==> src/rtl/qspi_rom_reader.sv <==
// qspi_rom_reader: quad-SPI byte read initiator for cartridge ROM fetches.
// Optional continuous-read mode: define QSPI_CONTINUOUS_EN.
`timescale 1ns/1ps
module qspi_rom_reader #(
   parameter int          ADDR_W       = 24,
   parameter logic [7:0]  CMD          = 8'hEB,
   parameter int          DUMMY_CYCLES = 4,
   parameter int          MIN_DESELECT = 2
) (
   input  logic              clk,
   input  logic              rst_n,
   input  logic              req_valid,
   input  logic [ADDR_W-1:0] req_addr,
   output logic              req_ready,
   output logic              resp_valid,
   output logic [7:0]        resp_data,
   output logic              qspi_sclk,
   output logic              qspi_select,
   output logic [3:0]        qspi_io_out,
   output logic              qspi_io_oe,
   input  logic [3:0]        qspi_io_in
);

   localparam logic [2:0] S_IDLE  = 3'd0;
   localparam logic [2:0] S_CMD   = 3'd1;
   localparam logic [2:0] S_ADDR  = 3'd2;
   localparam logic [2:0] S_DUMMY = 3'd3;
   localparam logic [2:0] S_DATA  = 3'd4;
   localparam logic [2:0] S_DONE  = 3'd5;
   localparam logic [2:0] S_DESEL = 3'd6;
`ifdef QSPI_CONTINUOUS_EN
   localparam logic [2:0] S_HOLD  = 3'd7;
`endif

   // last SPI cycle index of the dummy phase, last clk of deselect
   localparam logic [4:0] DUMMY_LAST = 5'((DUMMY_CYCLES > 1) ? DUMMY_CYCLES - 1 : 0);
   localparam logic [4:0] DESEL_LAST = 5'((MIN_DESELECT > 1) ? MIN_DESELECT - 1 : 0);

   logic [2:0]  state;
   logic [4:0]  cnt;
   logic [31:0] tx;
   logic [7:0]  rx;
   logic [23:0] addr24;

   // address as it goes on the wire, zero-extended to 24 bits
   assign addr24 = 24'(req_addr);

`ifdef QSPI_CONTINUOUS_EN
   logic [ADDR_W-1:0] last_addr;
   logic              pending;
   logic              seq_hit;

   // the ROM streams the following byte if select stays low, wrapping
   assign seq_hit = (req_addr == last_addr + ADDR_W'(1));
`endif

   // transaction sequencer: one SPI cycle is a low clk then a high clk
   always_ff @(posedge clk or negedge rst_n) begin
      if (!rst_n) begin
         state       <= S_DESEL;
         cnt         <= '0;
         tx          <= '0;
         rx          <= '0;
         req_ready   <= 1'b0;
         resp_valid  <= 1'b0;
         resp_data   <= '0;
         qspi_sclk   <= 1'b0;
         qspi_select <= 1'b1;
         qspi_io_out <= '0;
         qspi_io_oe  <= 1'b0;
`ifdef QSPI_CONTINUOUS_EN
         last_addr   <= '0;
         pending     <= 1'b0;
`endif
      end else begin
         resp_valid <= 1'b0;
         case (state)
            S_IDLE: begin
               qspi_select <= 1'b1;
               if (req_valid && req_ready) begin
                  req_ready   <= 1'b0;
                  state       <= S_CMD;
                  cnt         <= '0;
                  qspi_select <= 1'b0;
                  qspi_sclk   <= 1'b0;
                  qspi_io_oe  <= 1'b1;
                  qspi_io_out <= CMD[7:4];
                  tx          <= {CMD[3:0], addr24, 4'h0};
`ifdef QSPI_CONTINUOUS_EN
                  last_addr   <= req_addr;
`endif
               end
            end
            S_CMD: begin
               if (!qspi_sclk) begin
                  qspi_sclk <= 1'b1;
               end else begin
                  qspi_sclk   <= 1'b0;
                  qspi_io_out <= tx[31:28];
                  tx          <= {tx[27:0], 4'h0};
                  if (cnt == 5'd1) begin
                     state <= S_ADDR;
                     cnt   <= '0;
                  end else begin
                     cnt <= cnt + 5'd1;
                  end
               end
            end
            S_ADDR: begin
               if (!qspi_sclk) begin
                  qspi_sclk <= 1'b1;
               end else begin
                  qspi_sclk <= 1'b0;
                  if (cnt == 5'd5) begin
                     state       <= S_DUMMY;
                     cnt         <= '0;
                     qspi_io_oe  <= 1'b0;
                     qspi_io_out <= '0;
                  end else begin
                     cnt         <= cnt + 5'd1;
                     qspi_io_out <= tx[31:28];
                     tx          <= {tx[27:0], 4'h0};
                  end
               end
            end
            S_DUMMY: begin
               if (!qspi_sclk) begin
                  qspi_sclk <= 1'b1;
               end else begin
                  qspi_sclk <= 1'b0;
                  if (cnt == DUMMY_LAST) begin
                     state <= S_DATA;
                     cnt   <= '0;
                  end else begin
                     cnt <= cnt + 5'd1;
                  end
               end
            end
            S_DATA: begin
               if (!qspi_sclk) begin
                  qspi_sclk <= 1'b1;
               end else begin
                  qspi_sclk <= 1'b0;
                  rx        <= {rx[3:0], qspi_io_in};
                  if (cnt == 5'd1) begin
                     state <= S_DONE;
                     cnt   <= '0;
`ifndef QSPI_CONTINUOUS_EN
                     qspi_select <= 1'b1;
`endif
                  end else begin
                     cnt <= cnt + 5'd1;
                  end
               end
            end
            S_DONE: begin
               resp_valid <= 1'b1;
               resp_data  <= rx;
               cnt        <= '0;
               qspi_sclk  <= 1'b0;
`ifdef QSPI_CONTINUOUS_EN
               state      <= S_HOLD;
               req_ready  <= 1'b1;
`else
               state      <= S_DESEL;
`endif
            end
            S_DESEL: begin
               qspi_select <= 1'b1;
               qspi_sclk   <= 1'b0;
               qspi_io_oe  <= 1'b0;
               qspi_io_out <= '0;
               if (cnt == DESEL_LAST) begin
                  cnt <= '0;
`ifdef QSPI_CONTINUOUS_EN
                  if (pending) begin
                     pending     <= 1'b0;
                     state       <= S_CMD;
                     qspi_select <= 1'b0;
                     qspi_io_oe  <= 1'b1;
                     qspi_io_out <= CMD[7:4];
                  end else begin
                     state     <= S_IDLE;
                     req_ready <= 1'b1;
                  end
`else
                  state     <= S_IDLE;
                  req_ready <= 1'b1;
`endif
               end else begin
                  cnt <= cnt + 5'd1;
               end
            end
`ifdef QSPI_CONTINUOUS_EN
            S_HOLD: begin
               qspi_sclk <= 1'b0;
               if (req_valid && req_ready) begin
                  req_ready <= 1'b0;
                  last_addr <= req_addr;
                  cnt       <= '0;
                  if (seq_hit) begin
                     state <= S_DATA;
                  end else begin
                     pending     <= 1'b1;
                     state       <= S_DESEL;
                     qspi_select <= 1'b1;
                     tx          <= {CMD[3:0], addr24, 4'h0};
                  end
               end
            end
`endif
            default: begin
               state       <= S_DESEL;
               cnt         <= '0;
               req_ready   <= 1'b0;
               qspi_select <= 1'b1;
               qspi_sclk   <= 1'b0;
            end
         endcase
      end
   end

endmodule

==> config.mk <==
export PLATFORM = sky130hd
export DESIGN_NAME = qspi_rom_reader
export DESIGN_NICKNAME = d
export VERILOG_FILES = /design/src/rtl/qspi_rom_reader.sv
export SDC_FILE = /design/constraint.sdc
export NUM_CORES = 1
export LEC_CHECK = 0
export CAP_MARGIN = 20
export CORE_MARGIN = 5
export CORE_UTILIZATION = 25
export CTS_CLUSTER_DIAMETER = 100
export DETAILED_ROUTE_END_ITERATION = 12
export GPL_ROUTABILITY_DRIVEN = 0
export GPL_TIMING_DRIVEN = 1
export HOLD_SLACK_MARGIN = 0.03
export PLACE_DENSITY = 0.41
export SYNTH_ARGS = -nofsm -noshare
export SYNTH_HDL_FRONTEND = slang
export SYNTH_SLANG_ARGS = --single-unit
==> constraint.sdc <==
create_clock -name clk -period 2.5 [get_ports clk]
set_input_delay 0.5 -clock clk [delete_from_list [all_inputs] [get_ports clk]]
set_output_delay 0.5 -clock clk [all_outputs]
set_load 0.1 [all_outputs]
==> impl_metrics.yaml, run 1 <==
sta:
  layout_min_cycle_time_ns: 2.06
  rsz0062_at_grt: "false"
  finalSetupTns_ns: 0
  finalSetupViolCount: 0
  finClkSkew_ns: 0.00729
  slew_violations: 0
  worstMarginPinSlew_ns: 0.557
  hold_viol_final: 0
  post-route-period-util_pct: 82.2
  finalWorstSetupSlack_ns: 0.444
  relSlewSlack_pct: 62.7
  max_freq_ghz: 0.486
clocking:
  ctsHoldBuffers: 0
  clkTransAtPathRegs_ns: 0.06
  cts_sinks: 61
  cts_tree: "yes"
  clock_latency_ns: 0.33
  cts_buffers: 9
  cts_resized: 0
  cts_max_path_buffers: 2
  root_buffer: "clkbuf_16"
  cts-htree-levels: 3
  cts_setup_buffers: 0
finish:
  num_antenna_cells: 0
  utilization_pct: 32.9
  layout_commonest_cell: "dfrtp_1"
  syn2layout_area_growth_pct: 28.4
  fillers: 1310
  drive_above_1_share_pct: 38.1
  layout_common_cells: "58 x dfrtp_1, 36 x mux2_2, 31 x mux2_4"
  multi_input_area_sq_mm: 0.00157
  seqCellArea_sq_mm: 0.00153
  num-nets-final: 340
job:
  max_cap_viol_count: 0
global_route:
  use_met2_pct: 15.6
  gr-total-overflow: 0
  busiest_layer: "met2"
  grt_pass1_vias: 2300
  grt_util_met1_pct: 12.4
  antenna_found_initial: 0
  grt_usage_pct: 9.83
  grt_pass1_wl_um: 11700
  grtUsageMet3_pct: 3.63
  grt_max_degree: 62
synthesis:
  ys_warn_count: 0
  synthesis.instances: 257
  syn_area_sq_mm: 0.00326
  synth_edf_count: 0
  yosys-top-cells-area: "dfrtp_1 45%, mux2_4 14%, mux2_2 12%, a21oi_1 2.8%, dfstp_2 2.4%"
  ys_seq_area_share_pct: 47.0
  synth_flop_cell: "dfrtp_1"
  yosysTopAreaCellShare_pct: 44.6
  synth_cell_types: 49
  syn_nets: 290
  synth_seq_cells: 61
  synth_area_per_cell_sq_um: 12.7
  synth_top_cell_by_area: "dfrtp_1"
  ys_async_sr_fraction_pct: 100
drt:
  dr.first_iter.drc_count: 91
  wl_um: 7030
  ant_nets: 0
  wire_per_inst_um: 14.5
  firstDrtPassIters: 4
  num_vias: 2119
  viasPerCell: 4.38
  drc: 0
setup_path:
  criticalPathCategory: "reg2reg"
  critPathMaxStageDelay_ns: 0.66
  crit_required_ns: 2.72
  cpMaxStageDelayCell: "dfstp_2"
  crit_family: "flip-flops"
  path_cells: "xor2_1, and2_1, buf_12, mux2_2, mux2_4"
  cp_max_fo: 28
  crit_buf_inv: 1
  worstSetupEndpointType: "flip-flop"
  startpoint_type: "flip-flop"
  worstPathArrival_ns: 2.27
floorplanning:
  die_w_um: 124
  io_pins: 48
  row_count: 41
  core_sq_mm: 0.0127
  die_y_um: 124
  initial_core_util_pct: 25.6
  die-area_sq_mm: 0.0154
pwr:
  p_int_mw: 1.96
  power_frac_clock_pct: 53.9
  total_power_mw: 2.48
  p_leak_nw: 1.85
  p_sw_share_pct: 20.9
  ir_drop_uv: 260
  p_per_area_mw_per_mm2: 592
  p_sw_mw: 0.517
  p_comb_share_pct: 4.9
  pwr-share-seq_pct: 41.1
status:
  outcome: "finished, final reports clean"
place:
  dp_slack_ns: 0.202
  hpwl_um: 4690
  io_buffers: 47
min_path:
  hp-class: "in2async"
-- Yosys cell counts, types with 4 or more instances --
cell type,count
buf_2,5
nor2b_1,6
nand2b_1,5
nand2_1,11
nor2_1,7
nand3_1,5
o21ai_0,5
inv_1,5
o21a_1,5
mux2_2,36
a21oi_1,18
buf_6,4
mux2_4,31
dfrtp_1,58
-- final timing paths --
| check | cells past startpoint | to | slack (ns) | start |
|---|---|---|---|---|
| max in group asynchronous | 2 | qspi_select | 2.00 | rst_n |
| min reg2reg | 1 | resp_data[6] | 0.50 | rx[6] |
| min in group clk | 1 | resp_data[6] | 0.50 | rx[6] |
| max reg2reg | 5 | tx[13] | 0.44 | state[1] |
| min | 2 | state[0] | 0.16 | rst_n |
| max | 5 | tx[13] | 0.44 | state[1] |
-- per-layer routing --
layer,up-vias,wire [um]
met3,11,453
li1,1036,-
met2,56,3140
met5,-,0
met4,0,106
met1,1016,3340
-- cell type report --
type                       instances  share of cell area, %
clock buffer                       9                   5.39
clock inverter                     7                   2.15
inverter                           6                  0.539
multi-input combinational        173                   37.6
sequential                        61                   36.6
tap                              172                   5.15
timing repair buffer              56                   12.6
-- worst reg2reg max path: cells and delay by family, from the launching register on --
| family | cells | cell delay (ns) |
|---|---|---|
| flip-flops | 1 | 0.66 |
| multiplexers | 2 | 0.64 |
| AND/OR/NAND/NOR | 1 | 0.21 |
| buffers and inverters | 1 | 0.22 |
| XOR/XNOR | 1 | 0.22 |
-- state kept, by name, summed over array words and instances (netlist names), named ones only --
signal / count
qspi_select: 1
state: 2
tx: 28
resp_valid: 1
rx: 8
qspi_io_oe: 1
cnt: 5
resp_data: 8
qspi_io_out: 4
req_ready: 1
qspi_sclk: 1
-- logic make-up after synthesis --
family | share of synthesized area [%]
muxes | 27.4
and+or+nand+nor | 9.53
adders and majority gates | 0.768
xor gates and xnor gates | 0.269
AOI/OAI and AO/OA | 10.3
DFF | 47.0
buffers and inverters | 4.80
-- stage by stage --
step / area (sq um) / hold WS (ns) / cells
finish: 4180 / 0.159 / 484
global placement: 3870 / 0.484 / 468
global route: 4180 / 0.203 / 484
CTS: 4180 / 0.179 / 484
detailed placement: 3870 / 0.491 / 468
floorplan: 3260 / 0.204 / 257
-- power groups by stage --
stage | logic (mW) | clock network (mW) | registers, mW
after floorplan | 0.0485 | 0 | 1.03
after global placement | 0.126 | 0 | 1.04
after detailed placement | 0.127 | 0 | 1.04
after CTS | 0.127 | 1.39 | 1.02
after global routing | 0.136 | 1.42 | 1.02
final | 0.122 | 1.33 | 1.02
No activity file was read; power rests on OpenSTA's default activity.
==> run 2, diff against run 1 <==
==> constraint.sdc (replaced) <==
create_clock -name clk -period 2 [get_ports clk]
set_input_delay 0.4 -clock clk [delete_from_list [all_inputs] [get_ports clk]]
set_output_delay 0.4 -clock clk [all_outputs]
set_load 0.1 [all_outputs]
==> run 2 against run 1 <==
  * Clock skew is 0.0030 ns lower
  * Highest routed layer unchanged
  * Combinational power is 27% higher
  * Clock power is 28% higher
  * Maximum frequency is 9.8% higher
==> impl_metrics.yaml, run 2 (synthesized netlist as in run 1, its figures left out) <==
clocking:
  clkTransAtPathRegs_ns: 0.05
  cts-htree-levels: 3
  cts_max_path_buffers: 2
  cts_setup_buffers: 0
  cts_sinks: 61
  clock_latency_ns: 0.33
  cts_buffers: 9
  ctsHoldBuffers: 0
  cts_tree: "yes"
  cts_resized: 0
  root_buffer: "clkbuf_16"
global_route:
  antenna_found_initial: 0
  grt_pass1_vias: 2358
  grtUsageMet3_pct: 3.36
  grt_pass1_wl_um: 12000
  grt_max_degree: 62
  grt_util_met1_pct: 13.1
  gr-total-overflow: 0
  busiest_layer: "met2"
  grt_usage_pct: 10.1
  use_met2_pct: 15.7
setup_path:
  cp_max_fo: 14
  crit_required_ns: 2.21
  reg2regPathDepth: 6
  reg2reg_from: "cnt[0]"
  reg2reg_slack_ns: 0.13
  startpoint_type: "flip-flop"
  criticalPathCategory: "reg2reg"
  worstPathArrival_ns: 2.08
  worstReg2RegEnd: "tx[5]"
  worstSetupEndpointType: "flip-flop"
pwr:
  p_per_area_mw_per_mm2: 710
  ir_drop_uv: 358
  p_leak_nw: 1.97
floorplanning:
  die-area_sq_mm: 0.0154
  core_sq_mm: 0.0127
  initial_core_util_pct: 25.6
  row_count: 41
  io_pins: 48
  die_y_um: 124
  die_w_um: 124
finish:
  drive_above_1_share_pct: 41.9
  final_cell_area_sq_mm: 0.00440
  largest_register_ffs: 28
  layout_common_cells: "56 x dfrtp_1, 36 x mux2_2, 34 x buf_4"
  regMostFlops: "tx"
  syn2layout_area_growth_pct: 35.1
  final_cells: 501
  layout_commonest_cell: "dfrtp_1"
  num-nets-final: 357
  reg.largest.list: "tx (28), resp_data (8), rx (8)"
  num_antenna_cells: 0
job:
  max_cap_viol_count: 0
drt:
  dr.first_iter.drc_count: 109
  viasPerCell: 4.38
  wl_um: 7160
  drc: 0
  num_vias: 2195
  firstDrtPassIters: 4
  ant_nets: 0
  wire_per_inst_um: 14.3
sta:
  finalSetupViolCount: 0
  layout_min_cycle_time_ns: 1.87
  worstMarginPinSlew_ns: 0.452
  max_freq_ghz: 0.534
  finClkSkew_ns: 0.00426
  rsz0062_at_grt: "false"
  post-route-period-util_pct: 93.7
  slew_violations: 0
  relSlewSlack_pct: 69.1
  finalWorstSetupSlack_ns: 0.127
  hold_viol_final: 0
status:
  outcome: "finished, final reports clean"
place:
  dp_slack_ns: -0.0996
  placedCellCount: 485
  io_buffers: 47
  hpwl_um: 5000
  postPlaceCellArea_sq_mm: 0.00407
min_path:
  hp-class: "in2async"
[run 2: cell types whose count changed in the layout (fill, tap and decap cells not counted), sizes merged]
cell	change
clkinv	-1
buf	+17
clkinvlp	-2
clkbuf	+3
[run 2: layout make-up]
type / instances / area, sq um
Clock buffer: 12 / 256
Inverter: 6 / 22.5
Clock inverter: 4 / 70.1
Fill cell: 1287 / 8320
Tap cell: 172 / 215
Sequential cell: 61 / 1530
Multi-Input combinational cell: 173 / 1570
Timing Repair Buffer: 73 / 731
[run 2: how the worst max path moves through the flow]
stage	startpoint	endpoint	cells past startpoint
final	cnt[0]	tx[5]	6
after global routing	cnt[0]	tx[9]	6
after CTS	state[1]	tx[13]	5
after detailed placement	req_valid	tx[5]	6
after global placement	req_valid	tx[6]	6
after floorplan	req_ready	tx[11]	5
[run 2: layer usage]
layer	up-vias	share of wire [%]
li1	1066	-
met2	63	46
met1	1053	47
met5	-	0
met3	13	5.0
met4	0	2.1
[run 2: where the power goes]
group	total [mW]	internal, mW	leakage (nW)	switching (mW)
Combinational	0.155	0.107	1.04	0.0475
Clock	1.70	1.15	0.163	0.542
Sequential	1.27	1.26	0.768	0.0131
Total	3.12	2.52	1.97	0.603
[run 2: through the flow]
| stage | total power, mW | hold WS (ns) | TNS (ns) | utilization [%] |
|---|---|---|---|---|
| after floorplan | 1.35 | 0.104 | 0 | - |
| after global placement | 1.45 | 0.444 | -2.30 | 32.0 |
| after detailed placement | 1.45 | 0.442 | -2.27 | 32.0 |
| after CTS | 3.20 | 0.0910 | 0 | 34.6 |
| after global routing | 3.26 | 0.112 | 0 | 34.6 |
| final | 3.12 | 0.0879 | 0 | 34.6 |
[run 2: worst max-delay path, stage by stage, from the launching register on]
cell and delay [ns]:
dfrtp_1 0.38, ha_1 0.26, nand4bb_1 0.18, nand3_1 0.16, a21oi_4 0.26, buf_12 0.19
mux2_2 0.33
==> run 3, diff against run 2 <==
--- a/config.mk
+++ b/config.mk
@@ -6,11 +6,10 @@
 export NUM_CORES = 1
 export LEC_CHECK = 0
 export CAP_MARGIN = 20
-export CORE_MARGIN = 5
+export CORE_MARGIN = 8
 export CORE_UTILIZATION = 25
 export CTS_CLUSTER_DIAMETER = 100
 export DETAILED_ROUTE_END_ITERATION = 12
-export GPL_ROUTABILITY_DRIVEN = 0
 export GPL_TIMING_DRIVEN = 1
 export HOLD_SLACK_MARGIN = 0.03
 export PLACE_DENSITY = 0.41
==> run 3 against run 2 <==
  * Critical path depth grew 1
  * Non-clock buffer count decreased by 1
  * Sequential power about the same
  * Sequential cell count unchanged
  * Highest routed layer unchanged
==> impl_metrics.yaml, run 3 (synthesized netlist as in run 1, its figures left out) <==
status:
  outcome: "finished, final reports clean"
pwr:
  p_int_mw: 2.62
  pwr-share-seq_pct: 39.1
  p_comb_share_pct: 4.7
  total_power_mw: 3.25
  p_sw_share_pct: 19.4
  p_leak_nw: 1.99
  p_sw_mw: 0.631
  p_per_area_mw_per_mm2: 731
  ir_drop_uv: 391
  power_frac_clock_pct: 56.1
clocking:
  clock_latency_ns: 0.33
  cts_sinks: 61
  clkTransAtPathRegs_ns: 0.06
  ctsHoldBuffers: 0
  root_buffer: "clkbuf_16"
  cts_max_path_buffers: 2
  cts_tree: "yes"
  cts_buffers: 9
  cts-htree-levels: 3
place:
  placedCellCount: 481
  hpwl_um: 4930
  io_buffers: 47
  gp_congestion: 0.713
sta:
  worstMarginPinSlew_ns: 0.352
  max_freq_ghz: 0.517
  layout_min_cycle_time_ns: 1.93
  finClkSkew_ns: 0.00697
  finalSetupViolCount: 0
  post-route-period-util_pct: 96.7
  relSlewSlack_pct: 75.9
  finalSetupTns_ns: 0
  hold_viol_final: 0
  slew_violations: 0
setup_path:
  startpoint_type: "flip-flop"
  crit_family: "compound AO/OA/AOI/OAI gates"
  cp_common_cell: "buf_12"
  worstPathArrival_ns: 2.15
  criticalPathCategory: "reg2reg"
  crit_buf_inv: 3
  critPathMaxStageDelay_ns: 0.41
  cp_max_fo: 16
  path_cells: "buf_6, nand3b_1, a21o_1, a21oi_4, buf_12, buf_12, mux2_2"
  worstSetupEndpointType: "flip-flop"
  crit_required_ns: 2.22
  cpMaxStageDelayCell: "dfrtp_1"
finish:
  num_antenna_cells: 0
  layout_common_cells: "56 x dfrtp_1, 36 x mux2_2, 31 x mux2_4"
  syn2layout_area_growth_pct: 36.7
  final_cells: 500
  layout_commonest_cell: "dfrtp_1"
  utilization_pct: 35.1
  regMostFlops: "tx"
  largest_register_ffs: 28
  drive_above_1_share_pct: 42.1
  num-nets-final: 356
  fillers: 1275
  reg.largest.list: "tx (28), resp_data (8), rx (8)"
floorplanning:
  initial_core_util_pct: 25.7
  die-area_sq_mm: 0.0169
  row_count: 41
  core_sq_mm: 0.0127
  die_w_um: 130
  die_y_um: 130
  io_pins: 48
drt:
  num_vias: 2208
  dr.first_iter.drc_count: 118
  wire_per_inst_um: 14.7
  wl_um: 7360
  drc: 0
  ant_nets: 0
  firstDrtPassIters: 4
  viasPerCell: 4.42
global_route:
  antenna_found_initial: 0
  grt_pass1_vias: 2365
  grt_pass1_wl_um: 12100
  grt_usage_pct: 9.24
  gr-total-overflow: 0
  grt_max_degree: 62
job:
  max_cap_viol_count: 0
min_path:
  hp-class: "in2async"
## run 3: changes by cell type in the layout (fill, tap and decap cells not counted), sizes merged
cell    delta
bufinv     +1
buf        -2
## run 3: layout make-up
type                    instances  area, sq um  share of cell area (%)
repair buffers                 72          757                    17.0
clock buffers                  11          243                    5.45
flip-flops and latches         61         1530                    34.4
multi-input cells             173         1570                    35.4
clock inverters                 5          108                    2.42
inverters                       6         22.5                   0.506
well taps                     172          215                    4.83
## run 3: final timing paths
| kind | from | end | slack, ns | depth (start not counted) |
|---|---|---|---|---|
| max in group asynchronous | rst_n | asynchronous set/reset pin | 1.61 | 2 |
| hold / removal | rst_n | req_ready | 0.08 | 2 |
| setup / recovery | state[0] | tx[4] | 0.07 | 7 |
| hold reg to reg | tx[10] | tx[10] | 0.50 | 1 |
| min in group clk | tx[10] | tx[10] | 0.50 | 1 |
| setup reg to reg | state[0] | tx[4] | 0.07 | 7 |
## run 3: timing repair
item / 4_1_cts / 5_1_grt
endpoints found under the setup margin: 0 / 22
buffers inserted: 0 / 2
hold endpoints to repair: 0 / 0
gates resized for setup: 0 / 3
## run 3: power groups by stage
stage	combinational [mW]	clock [mW]	sequential (mW)
after detailed placement	0.159	0	1.29
after global placement	0.158	0	1.29
after floorplan	0.0606	0	1.29
final	0.154	1.83	1.27
after CTS	0.159	1.88	1.27
after global routing	0.169	1.93	1.28
## run 3: metrics by stage
step / hold WS (ns) / worst slack [ns] / cell area (sq um)
detailed placement: 0.445 / -0.0843 / 4040
floorplan: 0.104 / 0.00810 / 3260
finish: 0.0811 / 0.0669 / 4450
global route: 0.107 / -0.000377 / 4450
CTS: 0.0955 / 0.0556 / 4390
global placement: 0.446 / -0.0916 / 4040
## run 3: layer usage
metal,global-route usage [%],vias to the layer above,part of all wire (%)
met4,3.69,0,1.6
met2,14.8,43,48
met1,11.3,1088,46
met5,0,-,0
met3,2.98,8,4.2
li1,-,1069,-
